===== src/rtl/div.sv =====
// ---------------------------------------------------------------------------
// div -- multi-cycle 32-bit integer divider for the EX stage.
//
// Runs DIV (signed) and DIVU (unsigned) as a 32-iteration radix-2
// shift-subtract loop on operand magnitudes. The latched result signs are
// applied when the last iteration completes. While a division is in flight
// it holds the pipeline through stallreq_o, so start_i and the operands
// stay stable until ready_o is seen.
//
// Ports:
//   clk           clock, all state updates on the rising edge
//   rst           synchronous active-high reset
//   start_i       EX-stage instruction is DIV/DIVU
//   signed_div_i  1 = DIV (signed), 0 = DIVU
//   opdata1_i     dividend
//   opdata2_i     divisor
//   annul_i       cancel the current operation (pipeline flush)
//   result_o      {remainder, quotient}, registered
//   ready_o       result_o valid this cycle, registered one-cycle pulse
//   stallreq_o    stall request to the pipeline controller, combinational
// ---------------------------------------------------------------------------
module div (
  input  logic        clk,
  input  logic        rst,
  input  logic        start_i,
  input  logic        signed_div_i,
  input  logic [31:0] opdata1_i,
  input  logic [31:0] opdata2_i,
  input  logic        annul_i,
  output logic [63:0] result_o,
  output logic        ready_o,
  output logic        stallreq_o
);

  typedef enum logic [1:0] {IDLE, BYZERO, ON, END} state_t;

  state_t      state;
  logic [5:0]  cnt;
  logic [31:0] rem;      // partial remainder (upper half of the shift pair)
  logic [31:0] dvd;      // dividend bits shifting out, quotient bits shifting in
  logic [31:0] dvs;      // divisor magnitude
  logic        neg_q;
  logic        neg_r;

  // One shift-subtract iteration, computed from the current registers.
  logic [32:0] shifted;
  logic [33:0] diff;
  logic        q_bit;
  logic [31:0] rem_nx;
  logic [31:0] dvd_nx;
  logic [31:0] q_fin;
  logic [31:0] r_fin;
  logic [31:0] op1_mag;
  logic [31:0] op2_mag;

  // NOTE: every signal written here gets a value on every path, so no
  // latches are inferred; combinational blocks use blocking assignments.
  always_comb begin
    shifted = {rem, dvd[31]};
    diff    = {1'b0, shifted} - {2'b00, dvs};
    q_bit   = ~diff[33];
    // A failed trial leaves shifted below the divisor, so bit 32 is zero.
    rem_nx  = q_bit ? diff[31:0] : shifted[31:0];
    dvd_nx  = {dvd[30:0], q_bit};
    q_fin   = neg_q ? -dvd_nx : dvd_nx;
    r_fin   = neg_r ? -rem_nx : rem_nx;
    // |0x80000000| is still 0x80000000 when read as unsigned, which is
    // exactly what the magnitude datapath needs.
    op1_mag = (signed_div_i && opdata1_i[31]) ? -opdata1_i : opdata1_i;
    op2_mag = (signed_div_i && opdata2_i[31]) ? -opdata2_i : opdata2_i;
  end

  assign stallreq_o = start_i & ~annul_i & (state != END);

  // NOTE: sequential state uses non-blocking assignments so every register
  // samples the pre-edge values, independent of statement order.
  // NOTE: the datapath registers (rem, dvd, dvs, signs) are not reset; they
  // are fully loaded on every issue before anything reads them.
  always_ff @(posedge clk) begin
    if (rst) begin
      state    <= IDLE;
      cnt      <= 6'd0;
      ready_o  <= 1'b0;
      result_o <= 64'h0;
    end else if (annul_i) begin
      state   <= IDLE;
      ready_o <= 1'b0;
    end else begin
      ready_o <= 1'b0;
      case (state)
        IDLE: begin
          if (start_i) begin
            if (opdata2_i == 32'h0) begin
              state <= BYZERO;
            end else begin
              state <= ON;
              cnt   <= 6'd0;
              rem   <= 32'h0;
              dvd   <= op1_mag;
              dvs   <= op2_mag;
              neg_q <= signed_div_i & (opdata1_i[31] ^ opdata2_i[31]);
              neg_r <= signed_div_i & opdata1_i[31];
            end
          end
        end
        BYZERO: begin
          state    <= END;
          result_o <= 64'h0;
          ready_o  <= 1'b1;
        end
        ON: begin
          rem <= rem_nx;
          dvd <= dvd_nx;
          cnt <= cnt + 6'd1;
          if (cnt == 6'd31) begin
            state    <= END;
            result_o <= {r_fin, q_fin};
            ready_o  <= 1'b1;
          end
        end
        END: begin
          state <= IDLE;
        end
        default: state <= IDLE;
      endcase
    end
  end

endmodule


===== config.mk =====
export PLATFORM = sky130hd
export DESIGN_NAME = div
export DESIGN_NICKNAME = d
export VERILOG_FILES = /design/src/rtl/div.sv
export SDC_FILE = /design/constraint.sdc
export NUM_CORES = 1
export LEC_CHECK = 0
export ABC_AREA = 0
export CORE_MARGIN = 2
export CORE_UTILIZATION = 60
export CTS_CLUSTER_SIZE = 30
export DETAILED_ROUTE_END_ITERATION = 12
export PLACE_DENSITY = 0.94
export SYNTH_ARGS = -nofsm -noshare
export SYNTH_HDL_FRONTEND = slang
export SYNTH_SLANG_ARGS = --single-unit

===== constraint.sdc =====
create_clock -name clk -period 12.8 [get_ports clk]
set_input_delay 2.56 -clock clk [delete_from_list [all_inputs] [get_ports clk]]
set_output_delay 2.56 -clock clk [all_outputs]
set_load 0.1 [all_outputs]

**After elaboration in Yosys (flattened, before gate mapping)**

Cells that the tools add are included.
Widths: inputs -> output; s select.

- Bits in registers: 171
- Latch bits: 0
- Memory bits (writable): 0
- Memory bits (read-only): 0
- Bits of input ports: 69
- Output and inout bits: 66
- Word-level logic and storage cells: 66
- Memories kept: 0

- Add/subtract/negate cells: 6
- $mul: 0
- Div/mod/pow operators: 0
- Magnitude comparators: 0
- Equality and inequality tests: 8
- Shift operators: 0
- Muxes and demuxes: 22
- Bitwise operators: 9
- Reductions and logical operators: 12

Operator list:

| cell | count |
|---|---|
| $mux 32 | 9 |
| $neg 32->32 | 4 |
| $pmux 32 s2 | 2 |
| $pmux 64 s2 | 1 |
| $mux 64 | 1 |
| $sub 33x32->34 | 1 |
| $logic_not 32->1 | 1 |
| $mux 6 | 2 |
| $pmux 6 s2 | 1 |
| $reduce_and 5->1 | 2 |
| $ne 2x2->1 const B | 4 |
| $pmux 2 s4 | 1 |
| $add 6x1->6 const B | 1 |
| $eq 6x5->1 const B | 1 |
| $mux 2 | 3 |
| $and 1x1->1 | 4 |
| $eq 2x2->1 const B | 2 |
| $not 1->1 | 4 |
| $reduce_and 4->1 | 1 |
| $reduce_bool 2->1 | 2 |
| $reduce_and 3->1 | 1 |
| $eq 2x1->1 const B | 1 |
| $logic_and 1x1->1 | 2 |
| $logic_not 2->1 | 1 |
| other kinds (5) | 5 |

**Depth between registers and ports, before layout**

Gate-level depths: netlist of run 1.

- Depth in word-level cells: 6
- Mapped depth: 25
- Gate-level depth less buffers: 21

**Worst setup path after synthesis of run 1**

No wires, ideal clock.

- Path kind: input-to-reg
- Start point: in opdata2_i[0]
- End point: reg dvs[0], enable pin
- Setup time: 0.523 ns
- Arrival time: 7.250 ns
- Data required time: 12.277 ns
- Slack: 5.028 ns
- Stages on the path: 9
- Cells stage by stage: inv_1 > ha_1 > nor3b_1 > and4b_1 > and3b_1 > nand3b_1 > nand2b_1 > nor3_1 > nor4b_1

- Longest elaborated chain between the ends: 3

Ends and longest elaborated chain:

| element | RTL line | source |
|---|---|---|
| from (decl) | 28 | `input logic [31:0] opdata2_i,` |
| $logic_not 32->1 | 93 | `if (opdata2_i == 32'h0) begin` |
| $not 1->1 (no source line) | -- |  |
| $reduce_and 5->1 (no source line) | -- |  |
| to (signal assigned) | 100 | `dvs <= op2_mag;` |
| to (decl) | 41 | `logic [31:0] dvs;` |

Every way passes these cells.
A chain may end at the register's enable or synchronous reset.

**Worst setup path in the final report of run 1**

- Start point: in annul_i
- End point: out stallreq_o

- Longest elaborated chain between the ends: 3

Ends and longest elaborated chain:

| element | RTL line | source |
|---|---|---|
| from (decl) | 29 | `input logic annul_i,` |
| $not 1->1 (no source line) | -- |  |
| $and 1x1->1 (2 in series) | 73 | `assign stallreq_o = start_i & ~annul_i & (state != END);` |
| to (decl) | 32 | `output logic stallreq_o` |

Every way passes these cells.

==> summary.txt, run 1 <==
========================================================================================================
Sort of element at the end of the critical path ........................................... primary output
Number of buffers inserted for hold repair after clock tree synthesis .....................            0
Worst setup path start ....................................................................      annul_i
Worst path arrival time ...................................................................      4550 ps
Maximum level of the CTS H-tree ...........................................................            4
Cells traversed along the worst timing path ............................................... clkdlybuf4s50_1, nand2b_1, nor2_1, clkdlybuf4s50_1
Placement Cell Area .......................................................................    13100 µm²
Cell row count ............................................................................           50
Post-Syn Area per Cell ....................................................................     8.64 µm²
Origin of the critical flop-to-flop path .................................................. rem[19]$_SDFFCE_PN0P_
Worst IR drop on VDD ......................................................................   0.000102 V
FF-to-FF setup slack ......................................................................      7050 ps
End point of the critical path ............................................................   stallreq_o
DPL Wire Length ...........................................................................      22.4 mm
DRC errors left ...........................................................................            0
Routability Congestion ....................................................................        0.985
DIE HEIGHT ................................................................................       143 µm
First-pass iteration count of the detailed router .........................................            6
Min Tclk post-route .......................................................................      7110 ps
Final sum of negative setup slack .........................................................         0 ps
Period utilization ........................................................................        55.5%
Req. time, crit path ......................................................................     10240 ps
Count of cells along the worst register-to-register path ..................................           19
Delay of the slowest cell on the worst path ...............................................      1130 ps
Wire length per cell ......................................................................      18.2 µm
Post-CTS resize count .....................................................................            0
Register bit count reported by yosys ......................................................          171
Top cell by count, worst path ............................................................. clkdlybuf4s50_1
Netlist Area Pre-Place ....................................................................    11600 µm²
Leakage power total .......................................................................   0.00491 µW
Main synth FF type ........................................................................     edfxtp_1
Latest clock arrival within the worst-skew pair ...........................................       440 ps
Highest clock rate ........................................................................      141 MHz
Core Area .................................................................................    18800 µm²
Cts bufs inserted .........................................................................           17
Violation count after the first detailed-routing iteration ................................         1086
Clock tree skew after final layout ........................................................      12.4 ps
Antenna-violating nets left ...............................................................            0
All-Layer GR Usage ........................................................................        30.6%
Antenna cells .............................................................................            0
Area growth syn-to-layout .................................................................        17.2%
Worst r2r dst ............................................................................. result_o[56]$_SDFFE_PP0P_
Number of nets in the finished design .....................................................         1554
Number of max-capacitance violations reported .............................................            0
Vias after detailed routing ...............................................................        10800
Unrepaired setup endpoints after global routing ...........................................           no
YS warnings ...............................................................................            0
Root Buffer Master ........................................................................    clkbuf_16
Width of the die ..........................................................................       143 µm
Clock tree from TritonCTS .................................................................        built
Final core utilization ....................................................................        72.3%
Max stage delay cell, worst path .......................................................... clkdlybuf4s50_1
Maximum number of pins on one net before global-route repair ..............................           75
Classification of the worst setup path .................................................... primary input to primary output
Die ar. ...................................................................................    20500 µm²
Max-slew violation total from the final report ............................................            0
Startpoint class of the critical path ..................................................... primary input
Fraction of layout instances using a drive strength above 1 ...............................        5.49%
Post-CTS setup buffer count ...............................................................            0
Post-synthesis cell type count ............................................................           85
Post-synthesis async set-or-reset flop share ..............................................           0%
Port-buffer cells .........................................................................          134
Fraction of the yosys area taken by sequential cells ......................................        37.9%
Starting density of the core ..............................................................        61.7%
Grt ovf ...................................................................................            0
Number of ports placed on the die boundary ................................................          135
Post-CTS clock slew at the launch and capture registers of the worst setup and hold paths .        70 ps
Worst-path maximum fanout .................................................................            7
Slew of the pin with the lowest slew margin ...............................................      1080 ps
Wire length of the first global-routing pass ..............................................      49.9 mm
Via count of the first global-routing pass ................................................        10200
Per-cell via count in the routed design ...................................................         6.32
Crit path setup slack, layout .............................................................      5690 ps
Number of hold violations in the final report .............................................            0
Finished layout cell area .................................................................    13600 µm²
Antenna violations before repair ..........................................................            0
Slew headroom .............................................................................        28.3%
Final setup viols .........................................................................            0
Number of buffers on the longest clock path ...............................................            2
Cell count after synthesis ................................................................         1344
CTS sink cnt ..............................................................................          171
Pre-CTS setup slack .......................................................................      5720 ps
Outcome ................................................................................... finished clean
Post-synth net total ......................................................................         1455
Count of flip-flops with a built-in enable after synthesis ................................           98
Hold WC Path Type ......................................................................... register to register
Power per cell area .......................................................................  99.8 nW/µm²
Detailed-route wire length ................................................................      31.3 mm
========================================================================================================
[layout make-up]
cell class | count | area [µm²]
multi-input combinational | 1050 | 6690
fill | 1294 | 5220
sequential | 171 | 4400
timing repair buffer | 144 | 1410
clock buffer | 18 | 439
tap | 260 | 325
inverter | 59 | 221
clock inverter | 14 | 123
[worst max-delay path: cells and delay by family]
kind / cells / cell delay (ps)
buffers and inverters: 2 / 1650
and+or+nand+nor: 2 / 330
[layout by cell type, fill, tap and decap left out, types with 7 or more instances in the layout]
| master | netlist | layout |
|---|---|---|
| nor3_1 | 31 | 31 |
| nor4_1 | 17 | 17 |
| edfxtp_1 | 98 | 98 |
| nand2b_1 | 13 | 13 |
| a21o_1 | 7 | 7 |
| mux2i_1 | 13 | 13 |
| a31oi_1 | 7 | 7 |
| o21ai_0 | 107 | 107 |
| a21oi_1 | 83 | 83 |
| and4_1 | 8 | 8 |
| dfxtp_1 | 73 | 73 |
| o31ai_1 | 26 | 26 |
| nand3_1 | 20 | 20 |
| xnor2_1 | 90 | 90 |
| inv_1 | 59 | 58 |
| and3_1 | 8 | 8 |
| inv_6 | 0 | 7 |
| ha_1 | 41 | 40 |
| clkdlybuf4s50_1 | 0 | 133 |
| nor2_1 | 138 | 136 |
| xor2_1 | 55 | 55 |
| nand2_1 | 160 | 160 |
| and2_1 | 15 | 15 |
| nand3b_1 | 9 | 9 |
| a22oi_1 | 37 | 37 |
| a22o_1 | 9 | 9 |
| or3_1 | 23 | 23 |
| o211ai_1 | 12 | 12 |
| clkbuf_16 | 0 | 17 |
| buf_4 | 1 | 10 |
| o41ai_1 | 13 | 13 |
[worst min-delay path by stage]
stage | start | to | slack, ps | cells after the start
final | result_o[50]$_SDFFE_PP0P_ | result_o[50]$_SDFFE_PP0P_ | 460 | 2
after floorplan | cnt[5]$_SDFFE_PP0P_ | cnt[5]$_SDFFE_PP0P_ | 460 | 2
after CTS | result_o[29]$_SDFFE_PP0P_ | result_o[29]$_SDFFE_PP0P_ | 460 | 2
after detailed placement | result_o[29]$_SDFFE_PP0P_ | result_o[29]$_SDFFE_PP0P_ | 450 | 2
after global routing | result_o[29]$_SDFFE_PP0P_ | result_o[29]$_SDFFE_PP0P_ | 480 | 2
after global placement | result_o[29]$_SDFFE_PP0P_ | result_o[29]$_SDFFE_PP0P_ | 430 | 2
[cell families (layout without fill, tap and decap cells)]
logic type                 count (synthesis)  count (layout)  share of synthesized area (%)
and+or+nand+nor                          488             488                           20.3
DFF                                      171             171                           37.9
buffers and inverters                    123             235                           4.63
xor gates and xnor gates                 145             145                           10.9
AOI/OAI and AO/OA                        361             361                           20.4
adders and majority gates                 42              42                           4.59
muxes                                     14              14                           1.22
[power breakdown]
group          internal, µW  switching, µW
Clock                   262            242
Sequential              600           13.3
Combinational          95.1            147
[state kept, by name (all words and copies together) (netlist names)]
name / flops
cnt: 6
dvd: 32
dvs: 32
neg_q: 1
neg_r: 1
ready_o: 1
rem: 32
result_o: 64
state: 2
[Yosys cell counts, types with 4 or more instances]
library cell,count,area (µm²)
nand2_1,160,601
or4_1,5,37.5
o2111ai_1,6,52.6
ha_1,41,513
dfxtp_1,73,1460
xor2_1,55,482
nand3_1,20,100
inv_1,59,221
nand4_1,6,37.5
nor3b_1,4,30.0
a21oi_1,83,415
and2_1,15,93.8
nand3b_1,9,67.6
xnor2_1,90,788
o41ai_1,13,114
buf_1,4,15.0
o211ai_1,12,90.1
mux2i_1,13,130
clkbuf_1,46,173
edfxtp_1,98,2940
a31oi_1,7,43.8
and4_1,8,70.1
or3_1,23,144
and3_1,8,50.1
a22o_1,9,78.8
nor3_1,31,155
o31ai_1,26,195
o21a_1,6,45.0
a21o_1,7,52.6
buf_2,6,30.0
nand4b_1,4,35.0
a211oi_1,6,45.0
a22oi_1,37,278
nand2b_1,13,81.3
or2_2,6,37.5
nor2_1,138,518
o21ai_0,107,536
nor4_1,17,106
clkbuf_8,5,68.8
[per-layer routing]
metal	up-vias	GRT usage (%)	routed length [µm]
li1	5067	-	-
met1	5039	38.6	12300
met2	608	51.0	14900
met3	125	4.66	2530
met4	0	15.5	1560
met5	-	0	0
[per-stage QoR]
stage / std cells / hold WS, ps / power (µW)
after floorplan: 1344 / 459 / 788
after global placement: 1684 / 434 / 851
after detailed placement: 1684 / 446 / 860
after CTS: 1716 / 463 / 1350
after global routing: 1716 / 477 / 1410
final: 1716 / 458 / 1360
Note: power is estimated with default switching activity, not from simulation.
==> inputs of run 2 (changes only) <==
--- a/config.mk
+++ b/config.mk
@@ -7,10 +7,10 @@
 export LEC_CHECK = 0
 export ABC_AREA = 0
 export CORE_MARGIN = 2
-export CORE_UTILIZATION = 60
+export CORE_UTILIZATION = 52
 export CTS_CLUSTER_SIZE = 30
 export DETAILED_ROUTE_END_ITERATION = 12
-export PLACE_DENSITY = 0.94
+export PLACE_DENSITY = 0.87
 export SYNTH_ARGS = -nofsm -noshare
 export SYNTH_HDL_FRONTEND = slang
 export SYNTH_SLANG_ARGS = --single-unit
==> constraint.sdc (replaced) <==
create_clock -name clk -period 5.7 [get_ports clk]
set_input_delay 1.14 -clock clk [delete_from_list [all_inputs] [get_ports clk]]
set_output_delay 1.14 -clock clk [all_outputs]
set_load 0.1 [all_outputs]
==> run 2 against run 1 <==
Against the previous run: critical path depth is 15 higher; global-route usage shrank 3.6 points; clock skew shrank 1.4 ps; largest cell class unchanged; largest power group unchanged; highest routed layer unchanged.
==> summary.txt, run 2 (synthesis results as in run 1) <==
========================================================================================================
Clock tree skew after final layout ........................................................      11.0 ps
Final setup viols .........................................................................            0
Leading cell types in the layout, fill and taps excluded .................................. nand2_1, nor2_1, clkdlybuf4s50_1
Fill cell total of the finished layout ....................................................         1848
Leakage power total .......................................................................   0.00496 µW
Area growth syn-to-layout .................................................................        18.3%
Hold WC Path Type ......................................................................... register to register
Violation count after the first detailed-routing iteration ................................         1076
Net load switching power ..................................................................       953 µW
Worst IR drop on VDD ......................................................................   0.000198 V
DPL Wire Length ...........................................................................      23.8 mm
Unrepaired setup endpoints after global routing ...........................................           no
Grt ovf ...................................................................................            0
Cell row count ............................................................................           54
Vias after detailed routing ...............................................................        10800
Worst-path maximum fanout .................................................................            8
Top cell by count, worst path .............................................................      o21ai_0
Root Buffer Master ........................................................................    clkbuf_16
Cts bufs inserted .........................................................................           17
Worst path arrival time ...................................................................      5680 ps
Maximum level of the CTS H-tree ...........................................................            4
Sequential Power Share ....................................................................        43.8%
Number of cells in the finished layout apart from fillers .................................         1740
Antenna-violating nets left ...............................................................            0
Antenna cells .............................................................................            0
Number of hold violations in the final report .............................................            0
Switching part of the total power .........................................................        30.4%
Combinational fraction of design power ....................................................        17.7%
Core Area .................................................................................    21900 µm²
Power per cell area .......................................................................   228 nW/µm²
Placed cell count .........................................................................         1708
Sort of element at the end of the critical path ...........................................     register
Max-slew violation total from the final report ............................................            0
Port-buffer cells .........................................................................          134
Cells traversed along the worst timing path ............................................... ha_1, a21oi_1, o21ai_0, a31o_2, a211oi_1, o211ai_2, o21ai_0, ha_1, nand2_1, or3_1, nor3_1, nand2_1, or4_2, o41ai_4, buf_4, nand3_1, o21ai_0, xnor2_1, o21ai_0
Number of buffers on the longest clock path ...............................................            2
Routability Congestion ....................................................................        0.941
Die ar. ...................................................................................    23500 µm²
Antenna violations before repair ..........................................................            0
Startpoint class of the critical path .....................................................     register
Width of the die ..........................................................................       153 µm
Max stage delay cell, worst path ..........................................................        or4_2
Max reg flops .............................................................................           64
Req. time, crit path ......................................................................      6020 ps
Classification of the worst setup path .................................................... register to register
Most flops, register ......................................................................     result_o
Register area .............................................................................     4400 µm²
Via count of the first global-routing pass ................................................        10200
All-Layer GR Usage ........................................................................        27.0%
Per-cell via count in the routed design ...................................................         6.19
Final sum of negative setup slack .........................................................         0 ps
Finished layout cell area .................................................................    13700 µm²
DIE HEIGHT ................................................................................       153 µm
Post-CTS clock slew at the launch and capture registers of the worst setup and hold paths .        80 ps
Number of ports placed on the die boundary ................................................          135
Power share of the clock group ............................................................        38.5%
Post-CTS setup buffer count ...............................................................            0
Post-CTS resize count .....................................................................            0
Wire length of the first global-routing pass ..............................................      51.7 mm
Delay of the slowest cell on the worst path ...............................................       600 ps
Post-Route Hold Slack .....................................................................       451 ps
GR peak layer .............................................................................         met2
Met2 Use GR ...............................................................................        45.3%
Min Tclk post-route .......................................................................      5360 ps
Number of max-capacitance violations reported .............................................            0
Final core utilization ....................................................................        62.8%
Slew headroom .............................................................................        27.8%
Placement Cell Area .......................................................................    13100 µm²
Number of nets in the finished design .....................................................         1558
First-pass iteration count of the detailed router .........................................            5
CTS sink cnt ..............................................................................          171
Clock tree from TritonCTS .................................................................        built
Routing usage on met3 .....................................................................        4.99%
Starting density of the core ..............................................................        53.1%
Fraction of layout instances using a drive strength above 1 ...............................        5.82%
Detailed-route wire length ................................................................      32.3 mm
Cell internal power dissipation ...........................................................      2180 µW
Maximum number of pins on one net before global-route repair ..............................           75
Latest clock arrival within the worst-skew pair ...........................................       450 ps
Period utilization ........................................................................        94.1%
DRC errors left ...........................................................................            0
Grt met1 use ..............................................................................        34.1%
Total area of multi-input combinational cells .............................................     6700 µm²
Leading cell type in the layout, fill and taps excluded ...................................      nand2_1
Highest clock rate ........................................................................      186 MHz
Number of buffers inserted for hold repair after clock tree synthesis .....................            0
Slew of the pin with the lowest slew margin ...............................................      1080 ps
Wire length per cell ......................................................................      18.6 µm
Outcome ................................................................................... finished clean
========================================================================================================
run 2: cell types whose count changed in the layout (fill, tap and decap cells not counted), moves of 2 or more:
cell,previous run,this run
clkinv_2,2,0
inv_8,2,6
inv_6,7,2
inv_4,2,0
clkinv_8,1,4
buf_4,10,14
run 2: area by class of cell:
cell class | instances | share of cell area, %
clock buffers | 18 | 3.28
well taps | 280 | 2.55
multi-input cells | 1050 | 48.7
clock inverters | 14 | 1.21
flip-flops and latches | 171 | 32.0
inverters | 59 | 1.61
repair buffers | 148 | 10.6
run 2: worst max-delay path, delay by kind of cell (launching register included):
family | cells | cell delay (ps)
XOR/XNOR | 1 | 150
adder cells (fa/ha/maj) | 2 | 690
flip-flops | 1 | 490
buffers and inverters | 1 | 190
AO/OA/AOI/OAI | 9 | 2170
AND/OR/NAND/NOR | 6 | 1540
run 2: metal layers:
layer	part of all wire (%)	wire length [µm]
met3	7.6	2440
met4	4.1	1310
met1	41	13100
met5	0	0
met2	48	15400
run 2: metrics by stage:
| step | setup WS, ps | total power, µW |
|---|---|---|
| 2_1_floorplan | 558 | 1770 |
| 3_3_place_gp | 677 | 1930 |
| 3_5_place_dp | 497 | 1940 |
| 4_1_cts | 469 | 3130 |
| 5_1_grt | 31.9 | 3230 |
| 6_report | 336 | 3130 |
run 2: power by group through the flow:
stage / logic, µW / clock network, µW / registers (µW)
after floorplan: 376 / 0 / 1390
after global placement: 528 / 0 / 1400
after detailed placement: 542 / 0 / 1400
after CTS: 548 / 1210 / 1370
after global routing: 605 / 1260 / 1380
final: 556 / 1210 / 1370
run 2: worst paths after layout:
kind	from	end	slack (ps)	cells past startpoint
min reg2reg	result_o[61]$_SDFFE_PP0P_	result_o[61]$_SDFFE_PP0P_	450	2
max	rem[19]$_SDFFCE_PN0P_	result_o[54]$_SDFFE_PP0P_	340	19
min	result_o[61]$_SDFFE_PP0P_	result_o[61]$_SDFFE_PP0P_	450	2
max reg2reg	rem[19]$_SDFFCE_PN0P_	result_o[54]$_SDFFE_PP0P_	340	19
